**src/rtl/proj_div_seq.sv**
```systemverilog
// Signed restoring divider for perspective projection; clamps num/den into [0, limit].
// Latency: request accepted at edge 0, out_valid rises after edge NUM_W+1; one request in flight.
// Backpressure: in_ready only in IDLE; result held in DONE until out_ready, then IDLE next cycle.
module proj_div_seq #(
    parameter int NUM_W = 24,
    parameter int DEN_W = 13,
    parameter int OUT_W = 10,
    parameter int TAG_W = 1
) (
    input  logic             clk,
    input  logic             rst_n,
    input  logic             in_valid,
    output logic             in_ready,
    input  logic [NUM_W-1:0] num,
    input  logic [DEN_W-1:0] den,
    input  logic [OUT_W-1:0] limit,
    input  logic [TAG_W-1:0] tag_in,
    output logic             out_valid,
    input  logic             out_ready,
    output logic [OUT_W-1:0] answer,
    output logic             sat,
    output logic [TAG_W-1:0] tag_out
);

    localparam int CNT_W = $clog2(NUM_W);
    localparam logic [CNT_W-1:0] CNT_LAST = CNT_W'(NUM_W - 1);

    typedef enum logic [1:0] {IDLE, CALC, DONE} state_t;

    state_t             state;
    logic [CNT_W-1:0]   cnt;
    logic               fin;      // all quotient bits produced; next CALC edge enters DONE
    logic [NUM_W-1:0]   quo;      // holds |num| on capture, shifts quotient bits in from the LSB
    logic [DEN_W:0]     rem;      // partial remainder, one bit wider than the divisor
    logic [DEN_W-1:0]   dena;     // |den|
    logic               neg;
    logic               dz;
    logic               numpos;
    logic [OUT_W-1:0]   lim;
    logic [TAG_W-1:0]   tag;

    logic [NUM_W-1:0]   num_abs;
    logic [DEN_W-1:0]   den_abs;
    logic [DEN_W:0]     trial;
    logic               ge;
    logic [DEN_W:0]     rem_nxt;
    logic [NUM_W-1:0]   quo_nxt;
    logic [OUT_W-1:0]   res_ans;
    logic               res_sat;

    // Operand magnitudes; the unsigned width makes the most negative value exact.
    always_comb begin
        num_abs = num[NUM_W-1] ? (~num + NUM_W'(1)) : num;
        den_abs = den[DEN_W-1] ? (~den + DEN_W'(1)) : den;
    end

    // One restoring-division step: shift in the next dividend bit, subtract if it fits.
    always_comb begin
        trial   = {rem[DEN_W-1:0], quo[NUM_W-1]};
        ge      = (trial >= {1'b0, dena});
        rem_nxt = ge ? (trial - {1'b0, dena}) : trial;
        quo_nxt = {quo[NUM_W-2:0], ge};
    end

    // Clamp decision on the finished magnitude quotient; divide-by-zero wins, then sign, then range.
    always_comb begin
        res_ans = quo[OUT_W-1:0];
        res_sat = 1'b0;
        if (dz) begin
            res_ans = numpos ? lim : '0;
            res_sat = 1'b1;
        end else if (neg && (quo != '0)) begin
            res_ans = '0;
            res_sat = 1'b1;
        end else if (quo > {{(NUM_W-OUT_W){1'b0}}, lim}) begin
            res_ans = lim;
            res_sat = 1'b1;
        end
    end

    // Control FSM with registered handshake and result outputs.
    always_ff @(posedge clk or negedge rst_n) begin
        if (!rst_n) begin
            state     <= IDLE;
            cnt       <= '0;
            fin       <= 1'b0;
            quo       <= '0;
            rem       <= '0;
            dena      <= '0;
            neg       <= 1'b0;
            dz        <= 1'b0;
            numpos    <= 1'b0;
            lim       <= '0;
            tag       <= '0;
            in_ready  <= 1'b1;
            out_valid <= 1'b0;
            answer    <= '0;
            sat       <= 1'b0;
            tag_out   <= '0;
        end else begin
            case (state)
                IDLE: begin
                    if (in_valid) begin
                        quo      <= num_abs;
                        dena     <= den_abs;
                        rem      <= '0;
                        neg      <= num[NUM_W-1] ^ den[DEN_W-1];
                        dz       <= (den == '0);
                        numpos   <= !num[NUM_W-1] && (num != '0);
                        lim      <= limit;
                        tag      <= tag_in;
                        cnt      <= '0;
                        fin      <= 1'b0;
                        in_ready <= 1'b0;
                        state    <= CALC;
                    end
                end
                CALC: begin
                    if (!fin) begin
                        // Iteration runs even for den == 0 so latency never varies.
                        rem <= rem_nxt;
                        quo <= quo_nxt;
                        if (cnt == CNT_LAST) begin
                            fin <= 1'b1;
                        end else begin
                            cnt <= cnt + 1'b1;
                        end
                    end else begin
                        answer    <= res_ans;
                        sat       <= res_sat;
                        tag_out   <= tag;
                        out_valid <= 1'b1;
                        fin       <= 1'b0;
                        state     <= DONE;
                    end
                end
                DONE: begin
                    // answer/sat/tag_out keep their values after leaving DONE.
                    if (out_ready) begin
                        out_valid <= 1'b0;
                        in_ready  <= 1'b1;
                        state     <= IDLE;
                    end
                end
                default: begin
                    state <= IDLE;
                end
            endcase
        end
    end

endmodule

```
**config.mk**
```make
export PLATFORM = sky130hd
export DESIGN_NAME = proj_div_seq
export DESIGN_NICKNAME = d
export VERILOG_FILES = /design/src/rtl/proj_div_seq.sv
export SDC_FILE = /design/constraint.sdc
export NUM_CORES = 1
export LEC_CHECK = 0
export CAP_MARGIN = 20
export CORE_MARGIN = 1.5
export CORE_UTILIZATION = 57
export DETAILED_ROUTE_END_ITERATION = 12
export GPL_TIMING_DRIVEN = 0
export PLACE_DENSITY = 0.81
export SYNTH_ARGS = -nofsm -noshare
export SYNTH_HDL_FRONTEND = slang
export SYNTH_SLANG_ARGS = --single-unit
```
**constraint.sdc**
```tcl
create_clock -name clk -period 2.56 [get_ports clk]
set_input_delay 0.256 -clock clk [delete_from_list [all_inputs] [get_ports clk]]
set_output_delay 0.256 -clock clk [all_outputs]
set_load 0.05 [all_outputs]
```
==> metrics.txt <==
status complete, no violations; slowest stage delay, CP 0.45 ns; core area 9680 µm²; Slew HR 51.9%; Storage cell area 2150 µm²; first drt pass iteration count 5; Die Ht 103 µm; Slew Viols, Final 0; Setup-failing EPs final 0; Cell Area, Synth 5650 µm²; Critical Path RT 2.86 ns; H-tree levels 3; max_cap viols 0; Synth Net Count 748; Yosys warnings 0; worst vdd ir 0.000729 V; first-pass GRT wire length 23900 µm; area grow syn2layout 22.7%; fillcell total 740; area leader, netlist dfrtp_1; average wire per standard cell 17.0 µm; Power Density 1310 nW/µm²; Total Power 9060 µW; HPWL after DPL 11100 µm; die area 10500 µm²; CP Launch Type flop; Nets 833; Synth top area share 37.7%; top-count cell post-synth nand2_1; Final ANT Viol Nets 0; Initial DRC Count 534; ys flop type dfrtp_1; largest net degree at the start of global routing 67; async set or reset register ratio after synthesis 100%; Multi-input gate area 3330 µm²; number of synthesized flops with an enable pin 0; Core Rows 36; Tightest Pin Transition 0.714 ns; Syn Inst Count 669; Buf+Inv Stages, Crit Path 1; Slowest-stage cell, CP a311oi_1; antenna cell count 0; total wire length 15200 µm; Starting Density 58.3%; WS Path Type flop to flop; GRT Overall Usage 29.0%; clock skew 0.0130 ns; Top Family by Delay on Critical Path simple AND/OR/NAND/NOR gates; Syn Area/Cell 8.44 µm²; Synth area leaders dfrtp_1, nand2_1, o21ai_0, ha_1, xnor2_1; synthesized flop and latch total 86; Worst Path Max Fanout 4; post-route cell area 6930 µm²; register area share after synthesis 38.1%; DRC 0; initial antenna violation count 0; final hold violation count 0; CTS clk-pin slew, worst paths 0.09 ns; CTS tree done; area of placed instances 6480 µm²; I/O pins 66; CP endpoint kind flop; worst skew pair latency 0.36 ns; Max Fclk 0.404 GHz; Num CTS Buffers 9; CTS Sinks 86; Longest Clk Path Bufs 2; CTS root buf clkbuf_8; Final Critical Period 2.48 ns; die width 103 µm; Hold Path Class input pin to asynchronous set/reset pin; Port Buf Inserts 64; gr ovfl total 0; Avg Vias per Cell 6.15; Worst Path Arrival 2.77 ns; Cell variety after synth 60; cells along the critical path inv_1, ha_1, fa_2, nor2b_4, o2111ai_4, a311oi_1, nor4_1, or4_1, nand2_1; RSZ-0062 raised after global routing no; Vias 5484; Final period util 96.7%; Placer Congestion 0.893; synth cell count leaders nand2_1, dfrtp_1, o21ai_0, inv_1, nor2_1; LEAKAGE 0.00284 µW; number of global-route vias before repair 5219; share of cells above drive strength 1 7.64%
-- worst register-to-register path, cell delays in order, from the launching register on --
cell and delay [ns]:
dfrtp_1 0.40, inv_1 0.06, ha_1 0.23, fa_2 0.38, nor2b_4 0.16, o2111ai_4 0.17, a311oi_1 0.45, nor4_1 0.09
or4_1 0.41, nand2_1 0.07
-- power by group --
| part | switching, µW | leakage (µW) | total, µW | internal, µW |
|---|---|---|---|---|
| Sequential | 578 | 0.00104 | 2600 | 2020 |
| Clock | 509 | 0.000124 | 1160 | 653 |
| Combinational | 3110 | 0.00167 | 5300 | 2190 |
| Total | 4200 | 0.00284 | 9060 | 4860 |
-- cells in the final DEF, fill, tap and decap left out, drive strengths merged, types with 6 or more instances in the layout --
cell type,n
nand2,101
o21ai,87
dfrtp,85
clkdlybuf4s50,63
inv,44
nor2,38
a21oi,36
clkbuf,33
ha,26
xnor2,23
mux2i,20
o31ai,20
nand3,20
buf,17
xor2,16
nor4,11
or3,8
o32ai,8
nand4,7
nor2b,7
or2,6
-- state kept, by name (all words and copies together), names as in the netlist --
register and flops:
tag 1, numpos 1, state 2, dz 1
in_ready 1, neg 1, sat 1, quo 24
fin 1, out_valid 1, tag_out 1, dena 13
lim 10, cnt 5, answer 10, rem 13
-- layout make-up --
type | count | share of cell area (%)
Buffer | 31 | 1.99
Clock buffer | 9 | 1.79
Clock inverter | 7 | 1.75
Inverter | 43 | 2.33
Multi-Input combinational cell | 509 | 48.0
Sequential cell | 86 | 31.1
Tap cell | 133 | 2.40
Timing Repair Buffer | 74 | 10.6
-- stage by stage --
stage,instances,setup TNS (ns),hold WS (ns),worst slack (ns),utilization [%]
6_report,892,0,0.332,0.0848,71.5
3_5_place_dp,867,-3.04,0.174,-0.206,66.9
5_1_grt,892,0,0.353,0.00420,71.5
4_1_cts,885,-0.0505,0.333,-0.0206,70.2
2_1_floorplan,669,0,-0.0396,0.244,-
3_3_place_gp,866,-160.61,0.456,-1.87,66.7
-- what timing repair did --
action,4_1_cts,5_1_grt
hold endpoints to repair,20,0
endpoints found under the setup margin,22,37
hold buffers,1,0
pin swaps,1,4
setup buffers,1,7
resized for setup,9,23
-- cell families (layout without fill, tap and decap cells) --
group / Yosys count / after routing / synth area share (%)
mux: 21 / 21 / 3.74
xor+xnor: 39 / 39 / 6.05
simple gates: 217 / 217 / 17.7
buf+inv: 74 / 164 / 5.10
fa+ha+maj: 27 / 27 / 6.11
compound gates: 205 / 205 / 23.2
flops: 86 / 86 / 38.1
-- layer usage --
metal,wire (µm),global-route usage (%),vias up
met1,6530,39.0,2615
met5,0,0,-
met3,951,4.54,36
met2,7390,47.3,263
li1,-,-,2570
met4,285,11.3,0
-- path summary, 6_finish.rpt --
| kind | slack, ns | start | cells after the start | endpoint |
|---|---|---|---|---|
| worst max register to register | 0.08 | quo[23] | 9 | rem[10] |
| worst min register to register | 0.49 | tag | 2 | tag |
| worst max-delay path | 0.08 | quo[23] | 9 | rem[10] |
| min in group clk | 0.42 | tag_in | 3 | tag |
| max in group asynchronous | 1.60 | rst_n | 3 | dena[1] |
| worst min-delay path | 0.33 | rst_n | 2 | cnt[2] |
Note: power is estimated with default switching activity, not from simulation.
